<file path="config.mk">
export PLATFORM = sky130hd
export DESIGN_NAME = sqrt_iter_flat
export DESIGN_NICKNAME = d
export VERILOG_FILES = /design/src/rtl/sqrt_iter_if.sv /design/src/rtl/sqrt_iter.sv /design/src/flat_wrapper.sv
export SDC_FILE = /design/constraint.sdc
export NUM_CORES = 1
export LEC_CHECK = 0
export ABC_AREA = 1
export BUFFER_PORTS_ARGS = -buffer_cell sky130_fd_sc_hd__buf_2
export CAP_MARGIN = 5
export CELL_PAD_IN_SITES_DETAIL_PLACEMENT = 0
export CELL_PAD_IN_SITES_GLOBAL_PLACEMENT = 1
export CORE_UTILIZATION = 30
export CTS_BUF_LIST = sky130_fd_sc_hd__clkbuf_2
export DETAILED_ROUTE_END_ITERATION = 10
export PLACE_DENSITY_LB_ADDON = 0.25
export SYNTH_ARGS = -nofsm -noshare
export SYNTH_HDL_FRONTEND = slang
export SYNTH_SLANG_ARGS = --single-unit
export TNS_END_PERCENT = 5
</file>
<file path="constraint.sdc">
create_clock -name clk -period 3.76 [get_ports clk]
set_clock_uncertainty 0.2 [all_clocks]
set_input_delay 0.188 -clock clk [delete_from_list [all_inputs] [get_ports clk]]
set_output_delay 0.188 -clock clk [all_outputs]
set_load 0.005 [all_outputs]
</file>
<file path="src/rtl/sqrt_iter_if.sv">
// Operand/result handshake bundle for sqrt_iter; the unit is the slave.
// Input side is valid/ready with in_data, output side is valid/ready with root/rem/exact.
interface sqrt_iter_if #(
    parameter int WIDTH = 8
);
    localparam int HALF = WIDTH / 2;

    logic              in_valid;
    logic              in_ready;
    logic [WIDTH-1:0]  in_data;
    logic              out_valid;
    logic              out_ready;
    logic [HALF-1:0]   out_root;
    logic [HALF:0]     out_rem;
    logic              out_exact;
    logic              busy;

    modport slave (
        input  in_valid, in_data, out_ready,
        output in_ready, out_valid, out_root, out_rem, out_exact, busy
    );

    modport master (
        output in_valid, in_data, out_ready,
        input  in_ready, out_valid, out_root, out_rem, out_exact, busy
    );
endinterface

</file>
<file path="src/rtl/sqrt_iter.sv">
// Restoring bit-serial integer square root: one root bit per clock, HALF+1 cycles accept-to-result.
// Single operand in flight; result is held in DONE until out_ready, and no new operand is taken meanwhile.
module sqrt_iter #(
    parameter int WIDTH = 8
) (
    input  logic        clk,
    input  logic        rst,
    sqrt_iter_if.slave  bus
);
    localparam int HALF = WIDTH / 2;
    localparam int IW   = (HALF > 1) ? $clog2(HALF) : 1;

    if ((WIDTH % 2 != 0) || (WIDTH < 4)) begin : g_bad_width
        $error("sqrt_iter: WIDTH must be even and >= 4");
    end

    typedef enum logic [1:0] {
        S_IDLE = 2'd0,
        S_CALC = 2'd1,
        S_DONE = 2'd2
    } state_t;

    state_t           r_state;
    state_t           w_state_next;
    logic [HALF-1:0]  r_v;
    logic [WIDTH-1:0] r_r;
    logic [IW-1:0]    r_i;
    logic [HALF-1:0]  r_root;
    logic [HALF:0]    r_rem;
    logic             r_exact;

    logic [WIDTH:0]   w_r_ext;
    logic [WIDTH:0]   w_v_ext;
    logic [WIDTH:0]   w_tt;
    logic [IW:0]      w_sh;
    logic [IW:0]      w_sh2;
    logic             w_take;
    logic [HALF-1:0]  w_v_next;
    logic [WIDTH-1:0] w_r_next;
    logic             w_in_ready;
    logic             w_out_valid;
    logic             w_busy;

    // Trial value tt = (v << (i+1)) | (1 << 2i), kept WIDTH+1 bits so the top trial never truncates.
    always_comb begin
        w_r_ext  = {1'b0, r_r};
        w_v_ext  = (WIDTH+1)'(r_v);
        w_sh     = {1'b0, r_i} + 1'b1;
        w_sh2    = {r_i, 1'b0};
        w_tt     = (w_v_ext << w_sh) | ((WIDTH+1)'(1) << w_sh2);
        w_take   = (w_tt <= w_r_ext);
        w_v_next = r_v;
        w_r_next = r_r;
        if (w_take) begin
            w_v_next[r_i] = 1'b1;
            w_r_next      = r_r - w_tt[WIDTH-1:0];
        end
    end

    always_ff @(posedge clk) begin
        if (rst) begin
            r_state <= S_IDLE;
        end else begin
            r_state <= w_state_next;
        end
    end

    always_comb begin
        w_state_next = r_state;
        w_in_ready   = 1'b0;
        w_out_valid  = 1'b0;
        w_busy       = 1'b0;
        case (r_state)
            S_IDLE: begin
                w_in_ready = 1'b1;
                if (bus.in_valid) begin
                    w_state_next = S_CALC;
                end
            end
            S_CALC: begin
                w_busy = 1'b1;
                if (r_i == '0) begin
                    w_state_next = S_DONE;
                end
            end
            S_DONE: begin
                w_out_valid = 1'b1;
                if (bus.out_ready) begin
                    w_state_next = S_IDLE;
                end
            end
            default: w_state_next = S_IDLE;
        endcase
    end

    // Result registers load on the last iteration so out_* stay frozen through IDLE and CALC.
    always_ff @(posedge clk) begin
        if (rst) begin
            r_v     <= '0;
            r_r     <= '0;
            r_i     <= '0;
            r_root  <= '0;
            r_rem   <= '0;
            r_exact <= 1'b0;
        end else begin
            case (r_state)
                S_IDLE: begin
                    if (bus.in_valid) begin
                        r_r <= bus.in_data;
                        r_v <= '0;
                        r_i <= IW'(HALF - 1);
                    end
                end
                S_CALC: begin
                    r_v <= w_v_next;
                    r_r <= w_r_next;
                    if (r_i == '0) begin
                        r_root  <= w_v_next;
                        r_rem   <= w_r_next[HALF:0];
                        r_exact <= (w_r_next == '0);
                    end else begin
                        r_i <= r_i - 1'b1;
                    end
                end
                default: ;
            endcase
        end
    end

    assign bus.in_ready  = w_in_ready;
    assign bus.out_valid = w_out_valid;
    assign bus.busy      = w_busy;
    assign bus.out_root  = r_root;
    assign bus.out_rem   = r_rem;
    assign bus.out_exact = r_exact;
endmodule

</file>
<file path="src/flat_wrapper.sv">
// flat-port wrapper written by rule: the top's interface ports become plain ports
module sqrt_iter_flat 
#(
    parameter int WIDTH = 8
)
  (clk, rst, bus_in_valid, bus_in_data, bus_out_ready, bus_in_ready, bus_out_valid, bus_out_root, bus_out_rem, bus_out_exact, bus_busy);
  sqrt_iter_if #(.WIDTH(WIDTH)) bus_i ();
  input  logic clk;
  input  logic rst;
  input wire logic [$bits(bus_i.in_valid)-1:0] bus_in_valid;
  input wire logic [$bits(bus_i.in_data)-1:0] bus_in_data;
  input wire logic [$bits(bus_i.out_ready)-1:0] bus_out_ready;
  output wire logic [$bits(bus_i.in_ready)-1:0] bus_in_ready;
  output wire logic [$bits(bus_i.out_valid)-1:0] bus_out_valid;
  output wire logic [$bits(bus_i.out_root)-1:0] bus_out_root;
  output wire logic [$bits(bus_i.out_rem)-1:0] bus_out_rem;
  output wire logic [$bits(bus_i.out_exact)-1:0] bus_out_exact;
  output wire logic [$bits(bus_i.busy)-1:0] bus_busy;
  assign bus_i.in_valid = bus_in_valid;
  assign bus_i.in_data = bus_in_data;
  assign bus_i.out_ready = bus_out_ready;
  assign bus_in_ready = bus_i.in_ready;
  assign bus_out_valid = bus_i.out_valid;
  assign bus_out_root = bus_i.out_root;
  assign bus_out_rem = bus_i.out_rem;
  assign bus_out_exact = bus_i.out_exact;
  assign bus_busy = bus_i.busy;
  sqrt_iter #(.WIDTH(WIDTH)) u_core (.clk(clk), .rst(rst), .bus(bus_i));
endmodule
</file>
* Word-level counts from Yosys, hierarchy flattened
Index checks and enable logic that the tools add are counted.
** Storage, ports and cells
- Register bits after elaboration :: 26
- Bits in latches :: 0
- RAM bits :: 0
- Bits in read-only memories :: 0
- Input port bits :: 12
- Output and inout port bits :: 13
- Word-level logic and storage cells :: 50
- Memories :: 0
** Operators by class
- Add/subtract/negate cells :: 3
- $mul :: 0
- Divide/modulo/power cells :: 0
- Order comparisons :: 3
- Equality and inequality tests :: 6
- Shifts and indexed selects :: 2
- Multiplexer cells :: 18
- Bitwise operators :: 2
- Reduce and logical (&&, ||, !) cells :: 9
** Operators with widths (number)
- 8-bit two-way mux :: 2
- 8-bit one-hot mux with 2 select lines :: 1
- 2-bit two-way mux :: 5
- 9-bit by 8-bit <= comparator with 1-bit output :: 1
- 9-bit bitwise OR :: 1
- 1-bit by 3-bit << shifter with 9-bit output (first input constant) :: 1
- 4-bit by 3-bit << shifter with 9-bit output :: 1
- 8-bit logical NOT :: 1
- 4-bit two-way mux :: 2
- 4-bit one-hot mux with 2 select lines :: 1
- 8-bit subtractor :: 1
- 2-bit inequality test (second input constant) :: 3
- 2-bit one-hot mux with 3 select lines :: 1
- 3-bit AND reduction :: 2
- 2-bit logical NOT :: 2
- 1-bit two-way mux :: 4
- 4-bit bitwise OR :: 1
- 2-bit one-hot mux with 2 select lines :: 1
- 2-bit AND reduction :: 2
- 2-bit by 1-bit adder with 3-bit output (second input constant) :: 1
- 2-bit by 3-bit < comparator with 1-bit output (second input constant) :: 1
- 1-bit demux with 2-bit select :: 1
- 2-bit by 1-bit == test with 1-bit output (second input constant) :: 1
- 2-bit == test (second input constant) :: 1
- 5 further kinds :: 5

* Logic depth before layout (Yosys ltp)
Gate-level depths: netlist of run 1.
- Depth in word-level cells :: 7
- Mapped depth :: 29
- Gate-level depth less buffers :: 26

* Worst setup path before layout of run 1
No wires, ideal clock.
- Kind :: reg2reg
- Start point :: register u_core.r_i[0]
- End point :: register u_core.r_exact (netlist: u_core.bus.out_exact)
- Setup time :: 0.131 ns
- Arrival :: 2.860 ns
- Required time :: 3.429 ns
- Path slack :: 0.570 ns
- Cell stages (with the launch flop) :: 25
- Buffers on the path :: 3
- Clock period less this slack :: 3.190 ns
- Path through :: dfxtp_1 -> buf_6 -> inv_4 -> ha_1 -> buf_2 -> or2_2 -> nor3_1 -> nor2_1 -> inv_1 -> ha_1 -> nand2_2 -> clkinv_1 -> nand2_1 -> nand2_1 -> nand2_1 -> nand2_1 -> nand2_1 -> nand2_1 -> nand2_2 -> nand2_2 -> buf_6 -> o21ai_1 -> nor2_1 -> nand3_1 -> a21oi_2
** Between the ends
- Cells in the longest elaborated chain, start to end :: 6
- Elaborated cells on any way between the ends :: 10
- Classes of those cells :: add/sub (2); order compare (1); shift (2); mux (1); bitwise (1); reduce/logical (3)
** RTL lines
- start, declared :: line sqrt_iter.sv:27 : logic [IW-1:0] r_i;
- start signal, assigned :: line sqrt_iter.sv:111 : r_i <= IW'(HALF - 1);
- start signal, assigned :: line sqrt_iter.sv:122 : r_i <= r_i - 1'b1;
- 2-bit by 1-bit adder with 3-bit output :: line sqrt_iter.sv:48 : w_sh = {1'b0, r_i} + 1'b1;
- 4-bit by 3-bit << shifter with 9-bit output :: line sqrt_iter.sv:50 : w_tt = (w_v_ext << w_sh) | ((WIDTH+1)'(1) << w_sh2);
- 9-bit bitwise OR :: line sqrt_iter.sv:50
- 8-bit subtractor or 9-bit by 8-bit <= comparator with 1-bit output (tied branches) :: line sqrt_iter.sv:56, sqrt_iter.sv:51
- 8-bit two-way mux :: line sqrt_iter.sv:54 : if (w_take) begin
- 8-bit logical NOT :: line sqrt_iter.sv:120 : r_exact <= (w_r_next == '0);
- end signal, assigned :: line sqrt_iter.sv:120
- end, declared :: line sqrt_iter.sv:30 : logic r_exact;
Several ways; a longest one is shown, not always the timed one.
A chain may end at the register's enable or synchronous reset.

* Worst setup path after layout of run 1
- Start point :: register u_core.r_i[1]
- End point :: register u_core.r_r[5]
** Between the ends
- Cells in the longest elaborated chain, start to end :: 6
- Elaborated cells on any way between the ends :: 8
- Classes of those cells :: add/sub (2); order compare (1); shift (2); mux (2); bitwise (1)
** RTL lines
- 2-bit by 1-bit adder with 3-bit output :: line sqrt_iter.sv:48
- 4-bit by 3-bit << shifter with 9-bit output :: line sqrt_iter.sv:50
- 9-bit bitwise OR (*) :: line sqrt_iter.sv:50
- 8-bit subtractor or 9-bit by 8-bit <= comparator with 1-bit output (tied branches) :: line sqrt_iter.sv:56, sqrt_iter.sv:51
- 8-bit two-way mux (*) :: line sqrt_iter.sv:54
- 8-bit one-hot mux with 2 select lines (*) :: line sqrt_iter.sv:106 : case (r_state)
- end signal, assigned :: line sqrt_iter.sv:109 : r_r <= bus.in_data;
- end signal, assigned :: line sqrt_iter.sv:116 : r_r <= w_r_next;
- end, declared :: line sqrt_iter.sv:26 : logic [WIDTH-1:0] r_r;
Mark *: on every way between the ends. The rest lies on a longest branch, timed or not.

==> results of run 1 <==
[area by class of cell]
| cell class | instances | share of cell area |
|---|---|---|
| clock buffers | 3 | 0.006085 |
| well taps | 77 | 0.03905 |
| multi-input cells | 216 | 0.5213 |
| flip-flops and latches | 26 | 0.2115 |
| clock inverters | 1 | 0.01217 |
| inverters | 54 | 0.08316 |
| repair buffers | 45 | 0.1268 |
[worst max-delay path: stages, from the launching register on]
cell           delay [ns]
dfxtp_2              0.40
inv_1                0.13
ha_2                 0.33
buf_4                0.17
nor3_2               0.28
ha_1                 0.32
nand2_1              0.11
nor2_1               0.05
nor3_1               0.14
buf_4                0.16
o21bai_1             0.08
xor2_1               0.15
nand3_1              0.09
nand2_1              0.08
a21oi_1              0.13
nor2_1               0.04
dlygate4sd3_1        0.58
[worst max path at each step]
| stage | startpoint | to | slack [ns] | cells past startpoint |
|---|---|---|---|---|
| after floorplan | u_core.r_i[0] | u_core.bus.out_exact | 0.57 | 24 |
| after global routing | u_core.r_i[1] | u_core.r_r[5] | 0.003 | 24 |
| after CTS | u_core.r_i[1] | u_core.r_r[5] | 0.07 | 17 |
| after detailed placement | u_core.r_i[1] | u_core.bus.out_exact | 0.28 | 26 |
| final | u_core.r_i[1] | u_core.r_r[5] | 0.27 | 16 |
| after global placement | u_core.r_i[1] | u_core.bus.out_exact | 0.33 | 26 |
[stage by stage]
stage	instance area [um2]	instances	setup slack, ns	power, mW
after floorplan	2022	305	0.5697	0.9466
after global placement	2235	404	0.3260	1.149
after detailed placement	2235	404	0.2779	1.134
after CTS	2420	422	0.07237	1.334
after global routing	2467	422	0.003016	1.488
final	2467	422	0.2720	1.353
[registers in the layout, summed over array words and instances (netlist names)]
signal / cells
u_core.bus.out_root: 4
u_core.bus.out_rem: 5
u_core.r_state: 2
u_core.r_v: 4
u_core.r_i: 2
u_core.r_r: 8
u_core.bus.out_exact: 1
[per-layer routing]
metal,vias to the layer above,GRT usage,share of wire
met3,4,0.02671,0.043
met4,0,0.01567,0.0048
met5,-,0,0
li1,1047,-,-
met1,900,0.2319,0.49
met2,47,0.2832,0.46
[cells in the final DEF, fill, tap and decap left out, drive strengths merged]
master	instances
a21o	1
a21oi	19
a22oi	1
a31oi	4
buf	31
bufinv	1
clkbuf	3
clkinv	1
dfxtp	26
dlygate4sd3	14
fa	1
ha	20
inv	53
nand2	75
nand3	20
nand4	2
nor2	31
nor3	4
o211ai	6
o21a	1
o21ai	20
o21bai	2
o221ai	1
or2	2
xnor2	3
xor2	3
[where the power goes]
part / switching (mW) / internal [mW] / leakage [nW]
logic: 0.524 / 0.311 / 1.01
registers: 0.0259 / 0.310 / 0.213
clock network: 0.0903 / 0.0914 / 0.0266
[logic make-up (layout without fill, tap and decap cells)]
| group | Yosys count | in the layout | share of synthesized area |
|---|---|---|---|
| xor+xnor | 6 | 6 | 0.02599 |
| simple gates | 134 | 134 | 0.2933 |
| compound gates | 55 | 55 | 0.1603 |
| flops | 26 | 26 | 0.2574 |
| fa+ha+maj | 21 | 21 | 0.1337 |
| buf+inv | 63 | 103 | 0.1293 |
[timing repair]
item                                   in CTS  in global routing
endpoints found under the hold margin      12                  0
buffers inserted                            0                  0
hold buffers                               14                  0
setup endpoints to repair                   0                  7
gates resized for setup                     0                 12
==> results.txt, run 1 <==
reg2reg setup slack -> 0.27 ns
Max-cap violations -> 0
die area -> 7072 um2
syn_nets -> 338
initial antenna violation count -> 0
DR vias/cell -> 4.735
Synth area leaders -> dfxtp_1 26%, ha_1 12%, nand2_1 12%
asr flop ratio synth -> 0
ant diodes -> 0
CTS tree -> yes
Register Area -> 521.8 um2
Post-Synthesis Cells -> 305
#FFs+latches synth -> 26
Routed wire per std cell -> 13.35 um
DRC violations left -> 7
vias -> 1998
post-synthesis cell area -> 2022 um2
GR Overflow Total -> 0
most common cell in the synthesized netlist -> nand2_1
Clock transition at path regs -> 0.27 ns
RSZ-0062 raised after global routing -> false
CTS Buf Count -> 3
area occupied by multi-input gates -> 1286 um2
DP HPWL -> 4470 um
top cell type's share of synthesized area -> 0.2574
DRT Wirelength -> 5632 um
Max Slew Vio Count -> 0
crit path time final -> 3.488 ns
first-pass GRT wire length -> 9466 um
Final period util -> 0.9277
Synth top cells by count -> 62 x nand2_1, 52 x inv_1, 30 x nor2_1, 26 x dfxtp_1, 20 x ha_1
failing checks -> design-rule violations
I/O pin cnt -> 25
port bufs -> 24
sequential element share of the synthesized area -> 0.2574
final core utilization -> 0.3842
Hold EP -> u_core.r_r[2]
HP Class -> input pin to flip-flop
FILL cells -> 674
reg2reg path depth -> 16
endpoint class of the critical path -> flip-flop
RePlAce Congestion -> 0.7892
critical path class -> flip-flop to flip-flop
# setup viols final -> 0
Final Hold Vio Count -> 0
top_reg_cell synth -> dfxtp_1
remaining antenna violation count -> 0
Area Growth Syn to Fin -> 22.03%
setup_tns -> 0 ns
number of synthesized flops with an enable pin -> 0
Worst Hold Depth -> 4
starting density of the core -> 0.3148
Starting DRT DRC Count -> 93
drt pass-1 iters -> 7
Arr. time, crit path -> 3.59 ns
Ys Warns -> 0
hold slack -> 0.04989 ns
die height -> 84.10 um
row count -> 29
clk root buf -> clkbuf_2
Reg2Reg Launch Point -> u_core.r_i[1]
largest net degree at the start of global routing -> 20
gr usage total -> 0.1677
Die Width -> 84.10 um
vias in the first global route -> 1892
Layout Nets -> 379
Worst setup SP type -> flip-flop
Fmax -> 0.2867 GHz
worst vdd ir -> 160.1 uV
pwr dens -> 548.2 nW/um2
largest area contributor in the netlist -> dfxtp_1
status -> finished with violations
H-tree depth -> 1
maximum clock path buffer count -> 2
Sink Count -> 26
reg2reg end -> u_core.r_r[5]
post-synthesis cell type count -> 35
CP Max Fanout -> 5
Worst Tran Pin Value -> 0.9498 ns
clock latency on the worst-skew pair -> 0.37 ns
share of cells above drive strength 1 -> 0.1913
Leak -> 1.246 nW
synthesized area per cell -> 6.629 um2
Worst slew margin -> 0.3645
HP Start -> bus_in_valid
CP required -> 3.86 ns
Core ar. -> 6422 um2
No activity file was read; power rests on OpenSTA's default activity.
==> run 2, diff against run 1 <==
==> constraint.sdc (replaced) <==
create_clock -name clk -period 3.76 [get_ports clk]
set_clock_uncertainty 0.2 [all_clocks]
set_input_delay 0.564 -clock clk [delete_from_list [all_inputs] [get_ports clk]]
set_output_delay 0.564 -clock clk [all_outputs]
set_load 0.005 [all_outputs]
==> run 2 against run 1 <==
  * Power decreased by 1.8%
  * Global-route usage decreased by 0.34 points
  * Combinational power decreased by 3.1%
  * Sequential share of layout area increased by 1.6 points
  * Clock-buffer cell count unchanged
  * The run still ends with design-rule violations left
  * Cell area decreased by 7.0%
  * Cell count decreased by 3.3%
  * Register-to-register slack improved by 0.11 ns
  * Via count decreased by 3.0%
  * Critical endpoint is now u_core.bus.out_exact
==> results.txt, run 2 (same netlist as run 1, synthesis figures left out) <==
gr usage total -> 0.1643 (was 0.1677)
setup_tns -> 0 ns (unchanged)
DRT Wirelength -> 5495 um (was 5632 um)
CTS tree -> yes (unchanged)
row count -> 29 (unchanged)
DP HPWL -> 4470 um (unchanged)
combinational power share -> 0.609 (was 0.617)
Post-Layout Cell Count -> 408 (was 422)
Fmax -> 0.2956 GHz (was 0.2867 GHz)
HP Class -> input pin to flip-flop (unchanged)
initial antenna violation count -> 0 (unchanged)
first-pass GRT wire length -> 9246 um (was 9466 um)
crit path time final -> 3.383 ns (was 3.488 ns)
Routed wire per std cell -> 13.47 um (was 13.35 um)
clock latency on the worst-skew pair -> 0.37 ns (about the same)
Leak -> 1.184 nW (was 1.246 nW)
remaining antenna violation count -> 0 (unchanged)
Worst setup SP type -> flip-flop (unchanged)
Sink Count -> 26 (unchanged)
reg2reg setup slack -> 0.38 ns (was 0.27 ns)
Register Area -> 521.8 um2 (unchanged)
largest net degree at the start of global routing -> 20 (unchanged)
Max Slew Vio Count -> 0 (unchanged)
starting density of the core -> 0.3148 (unchanged)
Area Growth Syn to Fin -> 13.49% (was 22.03%)
CP Max Fanout -> 11 (was 5)
Core ar. -> 6422 um2 (unchanged)
clock power share -> 0.138 (was 0.134)
Arr. time, crit path -> 3.52 ns (was 3.59 ns)
Tot Pwr -> 1.328 mW (was 1.353 mW)
Final period util -> 0.8996 (was 0.9277)
Worst Tran Pin Value -> 0.9472 ns (was 0.9498 ns)
reg2reg path depth -> 26 (was 16)
status -> finished with violations (unchanged)
Layout Nets -> 365 (was 379)
failing checks -> design-rule violations (unchanged)
share of cells above drive strength 1 -> 0.1843 (was 0.1913)
Reg2Reg Launch Point -> u_core.r_i[1] (unchanged)
port bufs -> 24 (unchanged)
DR vias/cell -> 4.752 (was 4.735)
die area -> 7072 um2 (unchanged)
Starting DRT DRC Count -> 82 (was 93)
Die Width -> 84.10 um (unchanged)
die height -> 84.10 um (unchanged)
H-tree depth -> 1 (unchanged)
Reg power frac -> 0.253 (was 0.248)
RePlAce Congestion -> 0.7892 (unchanged)
Clock transition at path regs -> 0.26 ns (was 0.27 ns)
endpoint class of the critical path -> flip-flop (unchanged)
CP required -> 3.90 ns (was 3.86 ns)
GR Overflow Total -> 0 (unchanged)
I/O pin cnt -> 25 (unchanged)
maximum clock path buffer count -> 2 (unchanged)
Final Hold Vio Count -> 0 (unchanged)
Largest register FFs -> 8 (unchanged)
critical path class -> flip-flop to flip-flop (unchanged)
Biggest register -> u_core.r_r (unchanged)
CTS Buf Count -> 3 (unchanged)
setup bufs post-CTS -> 0 (unchanged)
RSZ-0062 raised after global routing -> false (unchanged)
placed cells -> 404 (unchanged)
switching part of the total -> 0.4803 (was 0.4732)
cell-internal power -> 0.6900 mW (was 0.7126 mW)
reg2reg end -> u_core.bus.out_exact (was u_core.r_r[5])
ant diodes -> 0 (unchanged)
pwr dens -> 578.7 nW/um2 (was 548.2 nW/um2)
# setup viols final -> 0 (unchanged)
Critical Path End -> u_core.bus.out_exact (was u_core.r_r[5])
clk root buf -> clkbuf_2 (unchanged)
Max-cap violations -> 0 (unchanged)
Worst Hold Depth -> 4 (unchanged)
P_sw -> 0.6378 mW (was 0.6400 mW)
FILL cells -> 693 (was 674)
vias in the first global route -> 1840 (was 1892)
worst vdd ir -> 159.5 uV (was 160.1 uV)
vias -> 1939 (was 1998)
Worst slew margin -> 0.3662 (was 0.3645)
commonest non-fill, non-tap cell in the layout -> nand2_1 (unchanged)
area occupied by multi-input gates -> 1254 um2 (was 1286 um2)
drt pass-1 iters -> 7 (unchanged)
DRC violations left -> 6 (was 7)
most frequent cells in the layout -> 62 x nand2_1, 52 x inv_1, 30 x nor2_1 (was 62 x nand2_1, 52 x inv_1, 29 x nor2_1)
critical path launch point -> u_core.r_i[1] (unchanged)
run 2: cell count changes in the layout (fill, tap and decap cells not counted), sizes merged:
cell         change
dlygate4sd3     -14
run 2: timing repair:
| action | 4_1_cts | 5_1_grt |
|---|---|---|
| endpoints found under the setup margin | 0 | 7 |
| endpoints found under the hold margin | 0 | 0 |
| gates resized for setup | 0 | 5 |
| hold buffers | 0 | 0 |
run 2: worst max-delay path, cell delays in order, from the launching register on:
cell	delay, ns
dfxtp_2	0.40
inv_1	0.12
ha_2	0.32
buf_4	0.16
nand3_2	0.07
nand2_2	0.07
nand2_1	0.06
nand2_1	0.04
nor2_1	0.15
inv_1	0.07
ha_2	0.40
nand2_2	0.09
clkinv_1	0.07
nand2_1	0.05
nand2_1	0.05
nand2_1	0.04
nand2_1	0.06
nand2_1	0.05
nand2_1	0.07
nand2_2	0.08
nand2_4	0.14
nand2_2	0.08
nand2_2	0.08
nand2_1	0.08
nor2_1	0.13
nand3_1	0.11
a21oi_2	0.11
run 2: how the worst min path moves through the flow:
stage,from,endpoint,slack [ns]
2_1_floorplan,u_core.r_v[2],u_core.r_v[2],0.25
3_3_place_gp,u_core.r_v[2],u_core.r_v[2],0.25
3_5_place_dp,u_core.r_v[2],u_core.r_v[2],0.27
4_1_cts,bus_out_ready,u_core.r_state[1],0.21
5_1_grt,bus_out_ready,u_core.r_state[1],0.16
6_report,bus_out_ready,u_core.r_state[1],0.21
run 2: per-layer routing:
metal	GRT usage	share of wire	vias to the layer above
met5	0	0	-
met4	0.01567	0.0042	0
met3	0.02868	0.038	2
met2	0.2735	0.46	36
met1	0.2288	0.50	881
li1	-	-	1020
run 2: cell type report:
cell class | instances | area share
multi-input cells | 216 | 0.5463
clock buffers | 3 | 0.006543
inverters | 54 | 0.08942
flip-flops and latches | 26 | 0.2274
clock inverters | 1 | 0.01309
well taps | 77 | 0.04198
repair buffers | 31 | 0.07525
run 2: power groups by stage:
stage	combinational (mW)	clock [mW]	sequential (mW)
global placement	0.807	0	0.342
CTS	0.798	0.186	0.336
detailed placement	0.792	0	0.342
global route	0.919	0.199	0.341
finish	0.809	0.183	0.336
floorplan	0.611	0	0.336
run 2: through the flow:
stage	hold slack (ns)	area, um2	worst slack [ns]	utilization
global placement	0.2535	2235	0.3260	0.3479
finish	0.2081	2295	0.3774	0.3573
global route	0.1644	2295	0.04976	0.3573
detailed placement	0.2657	2235	0.2779	0.3479
CTS	0.2072	2280	0.2198	0.3550
floorplan	0.2453	2022	0.5697	-
==> run 3, diff against run 2 <==
CELL_PAD_IN_SITES_DETAIL_PLACEMENT = 1   (was 0)
CORE_UTILIZATION = 25   (was 30)
==> run 3 against run 2 <==
  * The flow now finishes without violations
  * Clock power hardly changed
  * Sequential cell count did not move
  * Setup slack improved by 0.0075 ns
  * Via count rose by 2.2%
  * Critical path type unchanged
  * Highest routed layer unchanged
==> results.txt, run 3 (same netlist as run 1, synthesis figures left out) <==
reg2reg path depth -> 18 (was 26)
setup_tns -> 0 ns (unchanged)
Max-cap violations -> 0 (unchanged)
switching part of the total -> 0.4837 (was 0.4803)
status -> complete, no violations (was finished with violations)
commonest non-fill, non-tap cell in the layout -> nand2_1 (unchanged)
DP HPWL -> 5100 um (was 4470 um)
met1 usage -> 0.1987 (was 0.2288)
Sink Count -> 26 (unchanged)
cell-internal power -> 0.6961 mW (was 0.6900 mW)
# setup viols final -> 0 (unchanged)
pwr dens -> 575.3 nW/um2 (was 578.7 nW/um2)
endpoint class of the critical path -> flip-flop (unchanged)
reg2reg setup slack -> 0.38 ns (about the same)
H-tree depth -> 1 (unchanged)
Layout Nets -> 366 (was 365)
clock power share -> 0.136 (was 0.138)
clock latency on the worst-skew pair -> 0.37 ns (about the same)
Reg2Reg Launch Point -> u_core.r_i[1] (unchanged)
clk root buf -> clkbuf_2 (unchanged)
Cell Chain, Critical Path -> inv_1 -> ha_4 -> nor2_2 -> a22oi_1 -> inv_1 -> ha_1 -> nand2_1 -> nor2_1 -> nor3_1 -> buf_4 -> o211ai_1 -> xor2_1 -> nand2_1 -> nand2_1 -> nand2_1 -> nor2_1 -> nand3_1 -> a21oi_2
CP Max Fanout -> 7 (was 11)
GR Overflow Total -> 0 (unchanged)
starting density of the core -> 0.2603 (was 0.3148)
HP Start -> bus_out_ready (unchanged)
Reg power frac -> 0.249 (was 0.253)
most frequent cell on the critical path -> nand2_1 (unchanged)
CTS tree -> yes (unchanged)
cts hold-fix bufs -> 0 (unchanged)
met2 Track Usage GR -> 0.2749 (was 0.2735)
crit path time final -> 3.375 ns (was 3.383 ns)
final core utilization -> 0.3017 (was 0.3573)
DRT Wirelength -> 6006 um (was 5495 um)
vias in the first global route -> 2081 (was 1840)
reg2reg end -> u_core.bus.out_exact (unchanged)
Crit path buffers/inverters -> 3 (was 4)
combinational power share -> 0.615 (was 0.609)
Die Width -> 91.93 um (was 84.10 um)
Largest register FFs -> 8 (unchanged)
port bufs -> 24 (unchanged)
Worst Hold Depth -> 4 (unchanged)
Worst slew margin -> 0.4528 (was 0.3662)
I/O pin cnt -> 25 (unchanged)
P_sw -> 0.6522 mW (was 0.6378 mW)
share of cells above drive strength 1 -> 0.1867 (was 0.1843)
Core ar. -> 7767 um2 (was 6422 um2)
CP peak stage delay -> 0.45 ns (was 0.40 ns)
die area -> 8451 um2 (was 7072 um2)
HP Class -> input pin to flip-flop (unchanged)
vias -> 1982 (was 1939)
Routed wire per std cell -> 13.84 um (was 13.47 um)
Max Slew Vio Count -> 0 (unchanged)
most frequent cells in the layout -> 62 x nand2_1, 52 x inv_1, 30 x nor2_1 (unchanged)
gr usage total -> 0.1530 (was 0.1643)
largest net degree at the start of global routing -> 20 (unchanged)
met3 global-route usage -> 0.02239 (was 0.02868)
Starting DRT DRC Count -> 47 (was 82)
DR vias/cell -> 4.567 (was 4.752)
RePlAce Congestion -> 0.8381 (was 0.7892)
RSZ-0062 raised after global routing -> false (unchanged)
initial antenna violation count -> 0 (unchanged)
drt pass-1 iters -> 4 (was 7)
Clock transition at path regs -> 0.27 ns (was 0.26 ns)
Biggest register -> u_core.r_r (unchanged)
Hold EP -> u_core.r_state[1] (unchanged)
Fmax -> 0.2963 GHz (was 0.2956 GHz)
Arr. time, crit path -> 3.52 ns (about the same)
row count -> 32 (was 29)
DRC violations left -> 0 (was 6)
critical path class -> flip-flop to flip-flop (unchanged)
Final period util -> 0.8977 (was 0.8996)
CP required -> 3.90 ns (about the same)
slowest stage cell, crit path -> ha_1 (was dfxtp_2)
Worst setup SP type -> flip-flop (unchanged)
remaining antenna violation count -> 0 (unchanged)
Area Growth Syn to Fin -> 15.90% (was 13.49%)
Leak -> 1.191 nW (was 1.184 nW)
die height -> 91.93 um (was 84.10 um)
CTS Buf Count -> 3 (unchanged)
Worst Tran Pin Value -> 0.8178 ns (was 0.9472 ns)
first-pass GRT wire length -> 10280 um (was 9246 um)
delay-heaviest family, CP -> simple AND/OR/NAND/NOR gates (unchanged)
Most Crowded Layer GR -> met2 (unchanged)
worst vdd ir -> 142.6 uV (was 159.5 uV)
Final Hold Vio Count -> 0 (unchanged)
ant diodes -> 0 (unchanged)
maximum clock path buffer count -> 2 (unchanged)
-- run 3: cell count changes in the layout (fill, tap and decap cells not counted) --
cell | before | now
ha_4 | 0 | 1
buf_4 | 7 | 8
ha_2 | 2 | 1
-- run 3: power groups by stage --
stage	Clock (mW)	Sequential (mW)	Combinational [mW]
floorplan	0	0.336	0.611
global placement	0	0.342	0.819
detailed placement	0	0.342	0.822
CTS	0.192	0.337	0.825
global route	0.202	0.342	0.943
finish	0.184	0.336	0.829
-- run 3: stage by stage --
| step | power (mW) | setup slack (ns) | instances | instance area [um2] | hold slack [ns] |
|---|---|---|---|---|---|
| 2_1_floorplan | 0.9466 | 0.5697 | 305 | 2022 | 0.2453 |
| 3_3_place_gp | 1.160 | 0.3422 | 430 | 2273 | 0.2560 |
| 3_5_place_dp | 1.164 | 0.1751 | 430 | 2273 | 0.2605 |
| 4_1_cts | 1.354 | 0.1155 | 434 | 2318 | 0.1797 |
| 5_1_grt | 1.487 | 0.05613 | 434 | 2344 | 0.1868 |
| 6_report | 1.348 | 0.3848 | 434 | 2344 | 0.2061 |
-- run 3: area by class of cell --
| class | count | area (um2) |
|---|---|---|
| Inverter | 54 | 205.2 |
| Multi-Input combinational cell | 216 | 1264 |
| Timing Repair Buffer | 32 | 180.2 |
| Fill cell | 1009 | 5424 |
| Tap cell | 102 | 127.6 |
| Sequential cell | 26 | 521.8 |
| Clock buffer | 3 | 15.01 |
| Clock inverter | 1 | 30.03 |
-- run 3: how the worst max path moves through the flow --
stage                           endpoint  cells past startpoint           from
finish              u_core.bus.out_exact                     18  u_core.r_i[1]
global route        u_core.bus.out_exact                     26  u_core.r_i[1]
CTS                 u_core.bus.out_exact                     26  u_core.r_i[1]
detailed placement  u_core.bus.out_exact                     26  u_core.r_i[1]
global placement    u_core.bus.out_exact                     18  u_core.r_i[1]
floorplan           u_core.bus.out_exact                     24  u_core.r_i[0]
-- run 3: timing repair --
action,CTS,global route
endpoints found under the setup margin,0,11
buffers inserted,0,0
resized for setup,0,6
-- run 3: worst reg2reg max path, cell delays in order, from the launching register on --
cell and delay (ns):
dfxtp_2 0.41, inv_1 0.11, ha_4 0.33, nor2_2 0.05, a22oi_1 0.33, inv_1 0.09, ha_1 0.45, nand2_1 0.11
nor2_1 0.11, nor3_1 0.06, buf_4 0.14, o211ai_1 0.18, xor2_1 0.20, nand2_1 0.12, nand2_1 0.07, nand2_1 0.05
nor2_1 0.12, nand3_1 0.10, a21oi_2 0.12
-- run 3: routing by layer --
layer	vias up	routed length [um]
met5	-	0
li1	1020	-
met1	942	2920
met2	18	2961
met4	0	17
met3	2	107
